==> src/rtl/carrd_issue_queue_if.sv <==
// carrd_issue_queue_if: push channel from the scalar base processor into the
// vector issue queue (instruction plus its two scalar operands, valid/ready).
// master = base processor side, slave = issue queue side.
interface carrd_issue_queue_if;
   logic [31:0] instr_in;     // vector instruction
   logic [31:0] xreg1_in;     // rs1 value captured with the instruction
   logic [31:0] xreg2_in;     // rs2 value captured with the instruction
   logic        instr_valid;  // upstream has an instruction
   logic        instr_ready;  // queue can accept (not full)

   modport master (
      output instr_in, xreg1_in, xreg2_in, instr_valid,
      input  instr_ready
   );

   modport slave (
      input  instr_in, xreg1_in, xreg2_in, instr_valid,
      output instr_ready
   );
endinterface

==> src/rtl/carrd_issue_queue.sv <==
// carrd_issue_queue: FIFO of {xreg2, xreg1, instr} between the base processor and
// the vector coprocessor. One instruction at a time is held on op_instr_base /
// xreg_out1 / xreg_out2 until it completes, then an all-zero bubble cycle follows.
// Ports: clk, nrst (async active-low); up (push channel, slave modport);
//   op_instr_base/xreg_out1/xreg_out2 (held issue outputs, 0 when idle);
//   done_in (OR of coprocessor done flags); busy; count (FIFO occupancy);
//   err (sticky watchdog abort, only when ISSUE_TIMEOUT_EN is defined).
// Optional feature macro: ISSUE_TIMEOUT_EN (8-bit EXEC watchdog plus err port).
module carrd_issue_queue #(
   parameter int DEPTH = 4
) (
   input  logic                   clk,
   input  logic                   nrst,
   carrd_issue_queue_if.slave     up,
   output logic [31:0]            op_instr_base,
   output logic [31:0]            xreg_out1,
   output logic [31:0]            xreg_out2,
   input  logic                   done_in,
   output logic                   busy,
   output logic [$clog2(DEPTH):0] count
`ifdef ISSUE_TIMEOUT_EN
   ,
   output logic                   err
`endif
);

   localparam int AW = $clog2(DEPTH);

   typedef enum logic {IDLE, EXEC} state_t;

   state_t      state;
   state_t      state_nxt;
   logic [AW:0] wr_ptr;
   logic [AW:0] rd_ptr;
   logic [95:0] mem [DEPTH];
   logic        full;
   logic        empty;
   logic        push;
   logic        pop;
   logic        finish;
   logic        is_cfg;
   logic        complete;

   // Pointers carry one extra wrap bit: equal means empty, differing only in
   // the wrap bit means full.
   assign empty          = (wr_ptr == rd_ptr);
   assign full           = (wr_ptr[AW] != rd_ptr[AW]) &&
                           (wr_ptr[AW-1:0] == rd_ptr[AW-1:0]);
   assign up.instr_ready = !full;
   assign push           = up.instr_valid && !full;
   assign count          = wr_ptr - rd_ptr;
   assign busy           = (state == EXEC) || !empty;

   // vset{i}vl{i} has no functional-unit done flag; it retires on its first
   // EXEC cycle.
   assign is_cfg = (op_instr_base[6:0] == 7'b1010111) &&
                   (op_instr_base[14:12] == 3'b111);

`ifdef ISSUE_TIMEOUT_EN
   logic [7:0] wd_cnt;
   logic       timeout;

   // The counter is 0 in the first EXEC cycle, so sampling 254 marks the
   // 255th EXEC cycle; leaving on that edge bounds EXEC to 255 cycles.
   assign timeout  = (wd_cnt == 8'd254);
   assign complete = is_cfg || done_in || timeout;
`else
   assign complete = is_cfg || done_in;
`endif

   always_ff @(posedge clk or negedge nrst) begin
      if (!nrst) begin
         state <= IDLE;
      end else begin
         state <= state_nxt;
      end
   end

   // IDLE always lasts at least one cycle after EXEC, which gives the
   // all-zero bubble between instructions.
   always_comb begin
      state_nxt = state;
      pop       = 1'b0;
      finish    = 1'b0;
      if (state == IDLE) begin
         if (!empty) begin
            pop       = 1'b1;
            state_nxt = EXEC;
         end
      end else begin
         if (complete) begin
            finish    = 1'b1;
            state_nxt = IDLE;
         end
      end
   end

   // Storage needs no reset: reset clears the pointers, so no stale entry is
   // ever visible.
   always_ff @(posedge clk) begin
      if (push) begin
         mem[wr_ptr[AW-1:0]] <= {up.xreg2_in, up.xreg1_in, up.instr_in};
      end
   end

   always_ff @(posedge clk or negedge nrst) begin
      if (!nrst) begin
         wr_ptr <= '0;
         rd_ptr <= '0;
      end else begin
         if (push) wr_ptr <= wr_ptr + 1'b1;
         if (pop)  rd_ptr <= rd_ptr + 1'b1;
      end
   end

   always_ff @(posedge clk or negedge nrst) begin
      if (!nrst) begin
         op_instr_base <= '0;
         xreg_out1     <= '0;
         xreg_out2     <= '0;
      end else if (pop) begin
         {xreg_out2, xreg_out1, op_instr_base} <= mem[rd_ptr[AW-1:0]];
      end else if (finish) begin
         op_instr_base <= '0;
         xreg_out1     <= '0;
         xreg_out2     <= '0;
      end
   end

`ifdef ISSUE_TIMEOUT_EN
   always_ff @(posedge clk or negedge nrst) begin
      if (!nrst) begin
         wd_cnt <= '0;
         err    <= 1'b0;
      end else begin
         if (pop) begin
            wd_cnt <= '0;
         end else if (state == EXEC) begin
            wd_cnt <= wd_cnt + 8'd1;
         end
         // Only a genuine abort is flagged; a done on the same edge wins.
         if ((state == EXEC) && timeout && !is_cfg && !done_in) begin
            err <= 1'b1;
         end
      end
   end
`endif

endmodule

==> src/flat_wrapper.sv <==
// flat-port wrapper written by rule: the top's interface ports become plain ports
module carrd_issue_queue_flat 
#(
   parameter int DEPTH = 4
)
  (clk, nrst, op_instr_base, xreg_out1, xreg_out2, done_in, busy, count, up_instr_in, up_xreg1_in, up_xreg2_in, up_instr_valid, up_instr_ready);
  carrd_issue_queue_if up_i ();
  input  logic clk;
  input  logic nrst;
  output logic [31:0] op_instr_base;
  output logic [31:0] xreg_out1;
  output logic [31:0] xreg_out2;
  input  logic done_in;
  output logic busy;
  output logic [$clog2(DEPTH):0] count;
  input wire logic [$bits(up_i.instr_in)-1:0] up_instr_in;
  input wire logic [$bits(up_i.xreg1_in)-1:0] up_xreg1_in;
  input wire logic [$bits(up_i.xreg2_in)-1:0] up_xreg2_in;
  input wire logic [$bits(up_i.instr_valid)-1:0] up_instr_valid;
  output wire logic [$bits(up_i.instr_ready)-1:0] up_instr_ready;
  assign up_i.instr_in = up_instr_in;
  assign up_i.xreg1_in = up_xreg1_in;
  assign up_i.xreg2_in = up_xreg2_in;
  assign up_i.instr_valid = up_instr_valid;
  assign up_instr_ready = up_i.instr_ready;
  carrd_issue_queue #(.DEPTH(DEPTH)) u_core (.clk(clk), .nrst(nrst), .up(up_i), .op_instr_base(op_instr_base), .xreg_out1(xreg_out1), .xreg_out2(xreg_out2), .done_in(done_in), .busy(busy), .count(count));
endmodule
==> config.mk <==
export PLATFORM = sky130hd
export DESIGN_NAME = carrd_issue_queue_flat
export DESIGN_NICKNAME = d
export VERILOG_FILES = /design/src/rtl/carrd_issue_queue_if.sv /design/src/rtl/carrd_issue_queue.sv /design/src/flat_wrapper.sv
export SDC_FILE = /design/constraint.sdc
export NUM_CORES = 1
export LEC_CHECK = 0
export ABC_AREA = 1
export BUFFER_PORTS_ARGS = -buffer_cell sky130_fd_sc_hd__buf_2
export CORE_AREA = 2 2 145 253
export DETAILED_ROUTE_END_ITERATION = 7
export DIE_AREA = 0 0 147 255
export PLACE_DENSITY = 0.73
export SLEW_MARGIN = 0
export SYNTH_ARGS = -nofsm -noshare
export SYNTH_HDL_FRONTEND = slang
export SYNTH_SLANG_ARGS = --single-unit
==> constraint.sdc <==
create_clock -name clk -period 5.6 [get_ports clk]
set_input_delay 0.84 -clock clk [delete_from_list [all_inputs] [get_ports clk]]
set_output_delay 0.84 -clock clk [all_outputs]
set_load 0.005 [all_outputs]
==> reports/results.tsv, run 1 <==
stage	metric	value	unit
outcome	status	completed	
detailed_routing	vias	11719	
sta	finalCritPeriodShare	62.8	%
finish	multi_input_area	3810	sq um
worst_setup_path	cp.required	5.78	ns
synthesis	seq_area_frac_synth	76.1	%
sta	max_slew_margin	21.4	%
synthesis	syn_area_per_cell	13.2	sq um
synthesis	synth_warnings	0	
sta	fin_skew	0.0131	ns
cts	cts_made_buffers	40	
global_routing	gr-usage-met3	3.67	%
worst_hold_path	min_path_type	in2async	
global_routing	grt_pass1_vias	11779	
die	row_count	92	
placement	globalplace.congestion	0.805	
cts	clk_latency	0.55	ns
die	start_util	52.0	%
finish	nNetsFinal	1682	
cts	clk_pin_slew	0.07	ns
synthesis	synth_cell_types	26	
cts	root_buffer	clkbuf_16	
finish	fillCellCount	2807	
finish	final_layout_size_suffix_gt1_share	18.3	%
die	die-area	37500	sq um
synthesis	ys_ff_latch	487	
cts	ctsResizeCount	0	
cts	cts_tree	built	
power_and_ir_drop	p_sw	4.34	mW
finish	ff_latch_area	14100	sq um
global_routing	grt_usage	22.2	%
global_routing	busiest_layer	met2	
global_routing	grt_util_met1	27.2	%
detailed_routing	final_antenna_net_count	0	
worst_setup_path	timing.rr.end	u_core.mem[2][66]$_DFFE_PP_	
placement	dp_hpwl	23.2	mm
sta	drv_slew	0	
job	maxCapViolCount	0	
cts	htree_num_levels	2	
worst_setup_path	crit_fanout	77	
synthesis	syn-num-nets	1515	
detailed_routing	post_drt_wl_per_cell	20.3	um
worst_setup_path	startpoint_type	flop	
power_and_ir_drop	clockPowerShare	24.1	%
placement	postPlaceCellArea	19700	sq um
synthesis	synthAdderAreaFrac	0.580	%
detailed_routing	drt-initial-drc-count	953	
power_and_ir_drop	intPower	7.83	mW
placement	portBuffers	200	
synthesis	syn_inst	1407	
power_and_ir_drop	p_per_area	576	nW/um^2
detailed_routing	first_pass_iters	6	
sta	hold_viol_final	0	
global_routing	use_met2	39.0	%
worst_setup_path	worst_ep_arrival_time	3.70	ns
synthesis	synth_top_family_by_area	simple AND/OR/NAND/NOR gates	
detailed_routing	wl	42.4	mm
power_and_ir_drop	pwr-share-comb	31.9	%
sta	rsz0062_at_grt	false	
power_and_ir_drop	vdd_drop_max	279	uV
cts	cts_sinks	487	
global_routing	grt_overflow	0	
power_and_ir_drop	switching_share	35.7	%
placement	dp_slack	2.04	ns
global_routing	antenna_found_initial	16	
worst_setup_path	path_class	reg2reg	
cts	ctsHoldBuffers	0	
die	die_w	147	um
synthesis	synth_compound_area_share	8.53	%
detailed_routing	remaining_drc_errors	0	
cts	cts_buffer_depth	3	
sta	worst_pin_slew	1.18	ns
cts	post_cts_buffers	0	
finish	area_growth	14.1	%
detailed_routing	viasPerCell	5.62	
worst_setup_path	cp-end-kind	flop	
worst_setup_path	timing.rr.start	u_core.rd_ptr[1]$_DFFE_PN0P_	
global_routing	grt_max_degree	151	
worst_setup_path	r2r_slack	2.08	ns
finish	final_area	21200	sq um
sta	setup_viol	0	
synthesis	synthMuxAreaShare	0	%
sta	fin_setup_tns	0	ns
sta	fmax	0.284	GHz
finish	fin_util	59.3	%
synthesis	syn_area	18500	sq um
sta	fin_ws	2.08	ns
power_and_ir_drop	cellLeakagePower	8.13	nW
synthesis	synth-xor-area-share	0.142	%
power_and_ir_drop	seqPwrFrac	44.0	%
sta	finalCriticalPeriod	3.52	ns
synthesis	yosys.area_share.simple	11.1	%
die	io-pin-count	201	
worst_setup_path	rr_worst_depth	6	
die	core-area	35700	sq um
global_routing	grt_pass1_wl	64.1	mm
die	die_y	255	um
-- power by group through the flow --
stage | registers [mW] | clock network (mW) | logic [mW]
finish | 5.36 | 2.93 | 3.89
global route | 5.44 | 3.10 | 4.36
CTS | 5.36 | 2.97 | 3.93
detailed placement | 5.43 | 0 | 3.90
global placement | 5.40 | 0 | 3.78
floorplan | 5.41 | 0 | 2.74
-- Yosys cell counts --
| master | count | area share [%] |
|---|---|---|
| nand2_2 | 2 | 0.067 |
| edfxtp_1 | 384 | 62 |
| nand2_4 | 1 | 0.061 |
| xor2_1 | 2 | 0.095 |
| clkbuf_1 | 23 | 0.47 |
| o21ai_1 | 88 | 2.4 |
| inv_1 | 10 | 0.20 |
| buf_4 | 18 | 0.73 |
| dfrtp_1 | 103 | 14 |
| nor2_1 | 200 | 4.0 |
| fa_1 | 1 | 0.11 |
| xnor2_1 | 1 | 0.047 |
| buf_2 | 27 | 0.73 |
| buf_6 | 17 | 1.0 |
| a21oi_1 | 1 | 0.027 |
| nand2_1 | 206 | 4.2 |
| o22ai_1 | 96 | 3.2 |
| nand4_1 | 2 | 0.067 |
| nand3_2 | 1 | 0.054 |
| inv_4 | 2 | 0.067 |
| ha_1 | 7 | 0.47 |
| o21ai_0 | 107 | 2.9 |
| clkbuf_2 | 6 | 0.16 |
| buf_8 | 1 | 0.081 |
| nand3_1 | 98 | 2.6 |
| inv_2 | 3 | 0.061 |
-- registers in the layout, summed over array words and instances (netlist names) --
signal / cells
u_core.mem: 384
u_core.op_instr_base: 32
u_core.rd_ptr: 3
u_core.state: 1
u_core.wr_ptr: 3
u_core.xreg_out1: 32
u_core.xreg_out2: 32
-- metrics by stage --
step	hold slack, ns	power, mW	instances
after floorplan	0.481	8.15	1407
after global placement	0.476	9.18	2002
after detailed placement	0.482	9.33	2002
after CTS	0.202	12.3	2073
after global routing	0.221	12.9	2083
final	0.208	12.2	2086
-- worst max path at each step --
stage                                       end  slack [ns]  cells past startpoint                    startpoint
floorplan            u_core.mem[0][0]$_DFFE_PP_       -0.50                      7  u_core.rd_ptr[1]$_DFFE_PN0P_
global placement    u_core.mem[2][89]$_DFFE_PP_        2.04                      6  u_core.rd_ptr[1]$_DFFE_PN0P_
detailed placement  u_core.mem[1][89]$_DFFE_PP_        2.04                      6  u_core.rd_ptr[1]$_DFFE_PN0P_
CTS                 u_core.mem[1][93]$_DFFE_PP_        2.02                      6  u_core.rd_ptr[1]$_DFFE_PN0P_
global route        u_core.mem[1][74]$_DFFE_PP_        1.87                      6  u_core.rd_ptr[1]$_DFFE_PN0P_
finish              u_core.mem[2][66]$_DFFE_PP_        2.08                      6  u_core.rd_ptr[1]$_DFFE_PN0P_
-- layout by cell type (no fill, tap or decap), drive strengths merged --
cell type  count
edfxtp       384
buf          217
nand2        209
nor2         200
o21ai        195
dfrtp        103
nand3         99
o22ai         96
clkbuf        45
inv           16
clkinv        14
diode         13
ha             7
bufinv         7
clkinvlp       4
nand4          2
xor2           2
xnor2          1
a21oi          1
fa             1
-- cells by family (layout without fill, tap and decap cells) --
kind of cell	count (synthesis)	in the layout
compound gates	292	292
simple gates	510	510
other cells	0	13
fa+ha+maj	8	8
xor+xnor	3	3
buf+inv	107	303
flops	487	487
-- per-layer routing --
metal  share of wire [%]  wire (um)
met1                  39      16700
met2                  52      22000
met3                 5.7       2400
met4                 3.2       1370
met5               0.099         42
-- area by class of cell --
class,instances,share of cell area (%)
inverter,15,0.308
clock buffer,45,4.97
tap,470,2.78
antenna,13,0.154
sequential,487,66.7
multi-input combinational,813,18.0
timing repair buffer,217,5.53
clock inverter,26,1.50
-- critical path: stages (launching register included) --
cell and delay, ns:
dfrtp_4 0.41, clkinv_2 0.52, ha_1 0.58, nand4_1 0.12, nand2_1 0.31, nor2_4 0.65, buf_12 0.46
(Power assumes the default switching activity.)
==> run 2, diff against run 1 <==
Settings changed: CORE_AREA 2 2 145 253 to 2 2 142 248, DIE_AREA 0 0 147 255 to 0 0 144 250.
Clock period 5.6 ns to 3.6 ns, I/O delays scaled along.
==> run 2 against run 1 <==
Cell count is 0.38% lower. Worst hold slack worse by 0.057 ns. First-iteration DRC count is 5.2% lower. Critical path type unchanged. Critical path depth stayed put.
==> reports/results.tsv, run 2 (same netlist as run 1, synthesis figures left out) <==
stage	metric	value	unit	change
worst_setup_path	slowest_stage	buf_4		
global_routing	grt_max_degree	110		-27%
worst_setup_path	cp-end-kind	flop		
sta	fin_skew	0.0129	ns	-0.000196 ns
sta	finalCritPeriodShare	79.0	%	+16 points
sta	rsz0062_at_grt	false		
finish	area_growth	13.8	%	
worst_setup_path	timing.rr.start	u_core.rd_ptr[0]$_DFFE_PN0P_		
cts	post_cts_buffers	0		unchanged
cts	root_buffer	clkbuf_16		
worst_setup_path	path_buf_inv	2		unchanged
detailed_routing	vias	11861		+1.2%
power_and_ir_drop	intPower	11.9	mW	+53%
finish	final_cell_mix	384 x edfxtp_1, 206 x nand2_1, 199 x buf_2, 196 x nor2_1, 107 x o21ai_0		
outcome	status	completed		
detailed_routing	viasPerCell	5.71		+1.6%
worst_setup_path	path_cells	buf_4 -> buf_4 -> o21ai_0 -> o22ai_1 -> nand2_1 -> nand2_1		
cts	ctsHoldBuffers	0		unchanged
placement	portBuffers	200		unchanged
sta	fmax	0.352	GHz	+24%
sta	hold_ws	0.151	ns	-0.0570 ns
worst_setup_path	timing.rr.end	u_core.op_instr_base[15]$_DFFE_PN0P_		
global_routing	antenna_found_initial	11		-5
cts	ctsResizeCount	0		unchanged
cts	cts_buffer_depth	3		unchanged
power_and_ir_drop	pwr-share-comb	33.3	%	+1.4 points
sta	max_slew_margin	17.7	%	-3.7 points
detailed_routing	drt-initial-drc-count	903		-5.2%
sta	finalCriticalPeriod	2.84	ns	-0.677 ns
finish	nNetsFinal	1687		+0.30%
finish	fillCellCount	2644		-5.8%
global_routing	grt_usage	23.1	%	+0.87 points
cts	cts_tree	built		
placement	globalplace.congestion	0.767		-4.8%
detailed_routing	final_antenna_net_count	0		unchanged
worst_setup_path	rr_worst_depth	6		unchanged
placement	dp_cells	1996		-0.30%
worst_setup_path	path_class	reg2reg		
global_routing	grt_overflow	0		unchanged
die	core-area	34100	sq um	-4.4%
cts	cts_made_buffers	41		+2.5%
sta	setup_viol	0		unchanged
worst_setup_path	cp.required	4.07	ns	-1.71 ns
die	die_y	250	um	-2.0%
die	die-area	36000	sq um	-4.0%
power_and_ir_drop	clockPowerShare	22.4	%	-1.7 points
finish	layout.cells.non_filler	2078		-0.38%
placement	postPlaceCellArea	19800	sq um	+0.41%
job	maxCapViolCount	0		unchanged
detailed_routing	remaining_drc_errors	0		unchanged
sta	drv_slew	0		unchanged
power_and_ir_drop	p_per_area	883	nW/um^2	+53%
finish	final_area	21100	sq um	-0.28%
detailed_routing	first_pass_iters	6		unchanged
worst_setup_path	critPathMaxStageDelay	0.84	ns	+0.19 ns
die	io-pin-count	201		unchanged
finish	final_layout_size_suffix_gt1_share	18.0	%	-0.32 points
worst_setup_path	startpoint_type	flop		
worst_setup_path	r2r_slack	0.76	ns	-1.32 ns
power_and_ir_drop	vdd_drop_max	495	uV	+78%
cts	clk_latency	0.53	ns	-0.02 ns
worst_setup_path	worst_ep_arrival_time	3.31	ns	-0.39 ns
cts	cts_sinks	487		unchanged
power_and_ir_drop	seqPwrFrac	44.3	%	+0.3 points
power_and_ir_drop	p_sw	6.67	mW	+54%
detailed_routing	post_drt_wl_per_cell	20.2	um	-0.90%
worst_hold_path	min_path_type	in2async		
detailed_routing	wl	41.9	mm	-1.3%
global_routing	grt_pass1_wl	63.1	mm	-1.6%
die	row_count	90		-2.2%
power_and_ir_drop	switching_share	35.8	%	+0.16 points
finish	largest_reg_flops	384		unchanged
sta	worst_pin_slew	1.23	ns	+0.0561 ns
power_and_ir_drop	cellLeakagePower	8.12	nW	-0.17%
sta	hold_viol_final	0		unchanged
worst_setup_path	cpLargestDelayFamily	buffers and inverters		
cts	htree_num_levels	2		unchanged
cts	clk_pin_slew	0.07	ns	about the same
die	start_util	54.3	%	+2.4 points
die	die_w	144	um	-2.0%
finish	layout_commonest_cell	edfxtp_1		
placement	dp_hpwl	23.1	mm	-0.19%
worst_setup_path	crit_fanout	105		+36%
global_routing	grt_pass1_vias	11714		-0.55%
[run 2: cell types whose count changed in the layout (fill, tap and decap cells not counted), moves of 2 or more]
cell / previous run / this run
inv_6: 3 / 1
buf_12: 3 / 8
clkbuf_1: 3 / 14
clkbuf_8: 1 / 3
diode_2: 13 / 9
bufinv_16: 7 / 2
clkinvlp_4: 4 / 1
[run 2: area by class of cell]
class / instances / area (sq um) / area share, %
antenna: 9 / 22.5 / 0.107
clock buffer: 58 / 1120 / 5.31
clock inverter: 15 / 120 / 0.569
inverter: 15 / 65.1 / 0.308
multi-input combinational: 813 / 3810 / 18.1
sequential: 487 / 14100 / 66.9
tap: 460 / 576 / 2.73
timing repair buffer: 221 / 1260 / 5.98
[run 2: routing by layer]
| layer | GRT usage, % | share of wire (%) |
|---|---|---|
| met3 | 3.57 | 5.8 |
| met1 | 27.3 | 37 |
| met4 | 9.97 | 3.3 |
| met2 | 41.3 | 54 |
| met5 | 0 | 0.088 |
[run 2: per-stage QoR]
stage / power, mW / setup TNS, ns / utilization, % / setup slack [ns]
6_report: 18.6 / 0 / 61.8 / 0.757
4_1_cts: 18.8 / 0 / 61.7 / 0.741
3_5_place_dp: 14.6 / 0 / 58.1 / 0.794
2_1_floorplan: 12.6 / -352.54 / - / -0.930
5_1_grt: 19.8 / 0 / 61.8 / 0.471
3_3_place_gp: 14.4 / 0 / 58.1 / 0.870
[run 2: power groups by stage]
stage	clock (mW)	sequential, mW	combinational, mW
after floorplan	0	8.35	4.27
after global placement	0	8.30	6.07
after detailed placement	0	8.36	6.26
after CTS	4.24	8.25	6.28
after global routing	4.48	8.37	6.95
final	4.17	8.25	6.20
[run 2: worst max path at each step]
| stage | startpoint | endpoint | slack [ns] | cells past startpoint |
|---|---|---|---|---|
| global placement | u_core.rd_ptr[0]$_DFFE_PN0P_ | u_core.rd_ptr[1]$_DFFE_PN0P_ | 0.87 | 5 |
| global route | u_core.rd_ptr[0]$_DFFE_PN0P_ | u_core.op_instr_base[29]$_DFFE_PN0P_ | 0.47 | 6 |
| floorplan | u_core.rd_ptr[1]$_DFFE_PN0P_ | u_core.mem[3][0]$_DFFE_PP_ | -0.93 | 7 |
| detailed placement | u_core.rd_ptr[0]$_DFFE_PN0P_ | u_core.xreg_out2[20]$_DFFE_PN0P_ | 0.79 | 6 |
| CTS | u_core.rd_ptr[1]$_DFFE_PN0P_ | count[2] | 0.74 | 4 |
| finish | u_core.rd_ptr[0]$_DFFE_PN0P_ | u_core.op_instr_base[15]$_DFFE_PN0P_ | 0.76 | 6 |
==> run 3, diff against run 2 <==
Settings changed: ABC_AREA 1 to 0, CORE_AREA 2 2 142 248 to 2 2 148 258, DIE_AREA 0 0 144 250 to 0 0 150 260.
Clock period 3.6 ns to 2.4 ns, I/O delays scaled along.
==> run 3 against run 2 <==
Global-route usage shrank 0.81 points. Synthesized cell count shrank 22%. Cell area grew 7.6%. Sequential share of layout area shrank 4.7 points. Non-clock buffer count grew 21. Core utilization shrank 0.083 points. Critical path depth shrank 2. Clock-buffer cell count grew 3. Critical path type is now reg2out.
==> reports/results.tsv, run 3 <==
stage	metric	value	unit	change
finish	layout.cells.non_filler	1812		-13%
synthesis	synth_warnings	0		unchanged
sta	finalCriticalPeriod	2.35	ns	
worst_setup_path	path_class	reg2out		
cts	cts_tree	built		
synthesis	syn_inst	1091		-22%
cts	cts_buffer_depth	3		unchanged
detailed_routing	post_drt_wl_per_cell	23.5	um	+17%
cts	htree_num_levels	2		unchanged
global_routing	antenna_found_initial	13		+2
synthesis	syn_area_per_cell	17.7	sq um	+34%
worst_setup_path	r2r_slack	0.25	ns	-0.51 ns
sta	fmax	0.425	GHz	
detailed_routing	drt-initial-drc-count	667		-26%
synthesis	synth.top_cells.by_count	384 x edfxtp_1, 103 x dfrtp_1, 103 x inv_1, 98 x nand2_1, 98 x o211ai_1		
synthesis	synth_cell_types	32		+23%
placement	portBuffers	200		unchanged
synthesis	synth_top_area_cell	edfxtp_1		
synthesis	synth_compound_area_share	8.33	%	-0.20 points
worst_setup_path	cp.required	2.04	ns	-2.03 ns
finish	final_layout_size_suffix_gt1_share	31.2	%	+13 points
die	die-area	39000	sq um	+8.3%
synthesis	synth_top_family_by_area	multiplexers		
synthesis	synth_edf_count	384		unchanged
die	row_count	93		+3.3%
cts	root_buffer	clkbuf_16		
synthesis	yosysMostFrequentCell	edfxtp_1		
sta	hold_viol_final	0		unchanged
sta	hold_ws	0.0197	ns	-0.132 ns
sta	drv_slew	0		unchanged
sta	rsz0062_at_grt	false		
worst_setup_path	rr_worst_depth	4		-2
detailed_routing	wl	42.6	mm	+1.7%
job	maxCapViolCount	0		unchanged
placement	globalplace.congestion	0.735		-4.1%
synthesis	ys_ff_latch	487		unchanged
synthesis	netlist.area_leader.share	59.8	%	-2.4 points
worst_setup_path	crit_fanout	4		-96%
placement	dp_cells	1713		-14%
finish	nNetsFinal	1403		-17%
synthesis	synthFlopType	edfxtp_1		
worst_setup_path	critPathLaunch	u_core.rd_ptr[1]$_DFFE_PN0P_		
sta	fin_setup_tns	0	ns	unchanged
power_and_ir_drop	vdd_drop_max	1230	uV	+150%
die	io-pin-count	201		unchanged
cts	cts_made_buffers	43		+4.9%
die	die_w	150	um	+4.2%
placement	dp_hpwl	24.0	mm	+4.0%
detailed_routing	remaining_drc_errors	0		unchanged
global_routing	grt_pass1_wl	65.1	mm	+3.1%
synthesis	synthMuxAreaShare	11.3	%	+11 points
die	start_util	52.4	%	-1.9 points
worst_setup_path	timing.rr.start	u_core.rd_ptr[1]$_DFFE_PN0P_		
die	core-area	36800	sq um	+7.8%
synthesis	synthAdderAreaFrac	0.558	%	-0.022 points
synthesis	yosys.area_share.simple	2.24	%	-8.9 points
detailed_routing	vias	10695		-9.8%
cts	clk_latency	0.55	ns	+0.02 ns
sta	fin_ws	0.0488	ns	-0.709 ns
synthesis	syn-num-nets	1199		-21%
outcome	status	completed		
worst_setup_path	crit_path_end	count[2]		
worst_hold_path	min_path_type	in2reg		
detailed_routing	viasPerCell	5.90		+3.4%
sta	finalCritPeriodShare	98.0	%	
power_and_ir_drop	cellLeakagePower	8.16	nW	+0.57%
worst_setup_path	worst_ep_arrival_time	1.99	ns	-1.32 ns
placement	postPlaceCellArea	21100	sq um	+6.2%
finish	area_growth	17.7	%	
worst_setup_path	cp-end-kind	output pin		
global_routing	grt_usage	22.3	%	-0.81 points
global_routing	grt_overflow	0		unchanged
detailed_routing	first_pass_iters	5		-1
finish	largest_reg_flops	384		unchanged
sta	fin_skew	0.0153	ns	+0.00239 ns
global_routing	grt_max_degree	98		-11%
sta	max_slew_margin	34.7	%	+17 points
sta	worst_pin_slew	0.980	ns	-0.255 ns
worst_hold_path	worst_hold_path.num_cells	1		
synthesis	syn_area	19300	sq um	+4.0%
finish	layout_commonest_cell	edfxtp_1		
synthesis	synth-xor-area-share	0.396	%	+0.25 points
cts	clk_pin_slew	0.07	ns	about the same
placement	dp_slack	0.245	ns	-0.549 ns
worst_setup_path	timing.rr.end	u_core.xreg_out2[5]$_DFFE_PN0P_		
synthesis	async_reset_ff_share	21.1	%	unchanged
global_routing	grt_pass1_vias	11239		-4.1%
die	die_y	260	um	+4.0%
sta	setup_viol	0		unchanged
power_and_ir_drop	p_per_area	1370	nW/um^2	+55%
detailed_routing	final_antenna_net_count	0		unchanged
finish	final_cell_mix	384 x edfxtp_1, 199 x buf_2, 100 x dfrtp_1, 99 x inv_1, 98 x o211ai_1		
synthesis	synthTopCellsByArea	edfxtp_1 60%, dfrtp_1 13%, mux4_2 11%, o221ai_1 4.3%, o211ai_1 3.8%		
worst_setup_path	startpoint_type	flop		
finish	final_area	22700	sq um	+7.6%
synthesis	seq_area_frac_synth	73.2	%	-2.9 points
cts	cts_sinks	487		unchanged
## run 3: cell types whose count changed in the layout (fill, tap and decap cells not counted), sizes merged, moves of 3 or more
cell	change
and2	+4
buf	+11
clkbuf	+3
dlygate4sd3	+8
inv	+88
mux4	+96
nand2	-110
nand3	-98
nor2	-200
o211ai	+98
o21ai	-195
o221ai	+94
o22ai	-96
xnor2	+4
## run 3: layer usage
metal	share of wire [%]	GRT usage (%)	up-vias	routed length, um
met1	36	25.6	5492	15200
met5	0.11	0	-	45
met2	55	40.5	352	23200
met3	5.5	3.67	98	2350
met4	4.2	10.1	8	1780
li1	-	-	4745	-
## run 3: stage by stage
stage | power (mW) | utilization (%)
2_1_floorplan | 20.0 | -
3_3_place_gp | 23.6 | 57.3
3_5_place_dp | 24.0 | 57.3
4_1_cts | 31.4 | 61.7
5_1_grt | 32.7 | 61.7
6_report | 31.1 | 61.7
## run 3: layout make-up
cell class,instances,area (sq um)
diodes,8,20.0
inverters,103,398
repair buffers,242,1670
clock inverters,18,170
fillers,2656,14100
well taps,475,594
flip-flops and latches,487,14100
clock buffers,61,1250
multi-input cells,418,4490
## run 3: cell families after synthesis
family                   Yosys count
flip-flops                       487
AO/OA/AOI/OAI                    197
buffers and inverters            186
AND/OR/NAND/NOR                  108
multiplexers                      98
adder cells (fa/ha/maj)            8
XOR/XNOR                           7
## run 3: worst min path at each step
stage	endpoint	slack (ns)	start
3_5_place_dp	u_core.xreg_out1[0]$_DFFE_PN0P_	0.42	nrst
2_1_floorplan	u_core.op_instr_base[0]$_DFFE_PN0P_	0.06	nrst
5_1_grt	u_core.mem[2][49]$_DFFE_PP_	0.007	up_xreg1_in[17]
4_1_cts	u_core.mem[3][90]$_DFFE_PP_	0.0003	up_xreg2_in[26]
3_3_place_gp	u_core.xreg_out1[0]$_DFFE_PN0P_	0.41	nrst
6_report	u_core.mem[2][45]$_DFFE_PP_	0.02	up_xreg1_in[13]
## run 3: worst max-delay path, cell delays in order (launching register included)
cell and delay [ns]:
dfrtp_4 0.53, buf_16 0.15, fa_2 0.40, xnor2_2 0.19, buf_2 0.17
## run 3: where the power goes
group / switching, mW / total (mW) / internal [mW] / leakage [nW]
Clock: 2.95 / 6.90 / 3.95 / 0.700
Sequential: 1.00 / 12.6 / 11.6 / 4.83
Combinational: 6.71 / 11.6 / 4.85 / 2.63
## run 3: repair_timing
action,CTS,global route
setup buffers,2,0
endpoints found under the setup margin,4,1
gates cloned,2,0
resized for setup,10,1
pin swaps,0,0
hold buffers,8,0
endpoints found under the hold margin,55,0
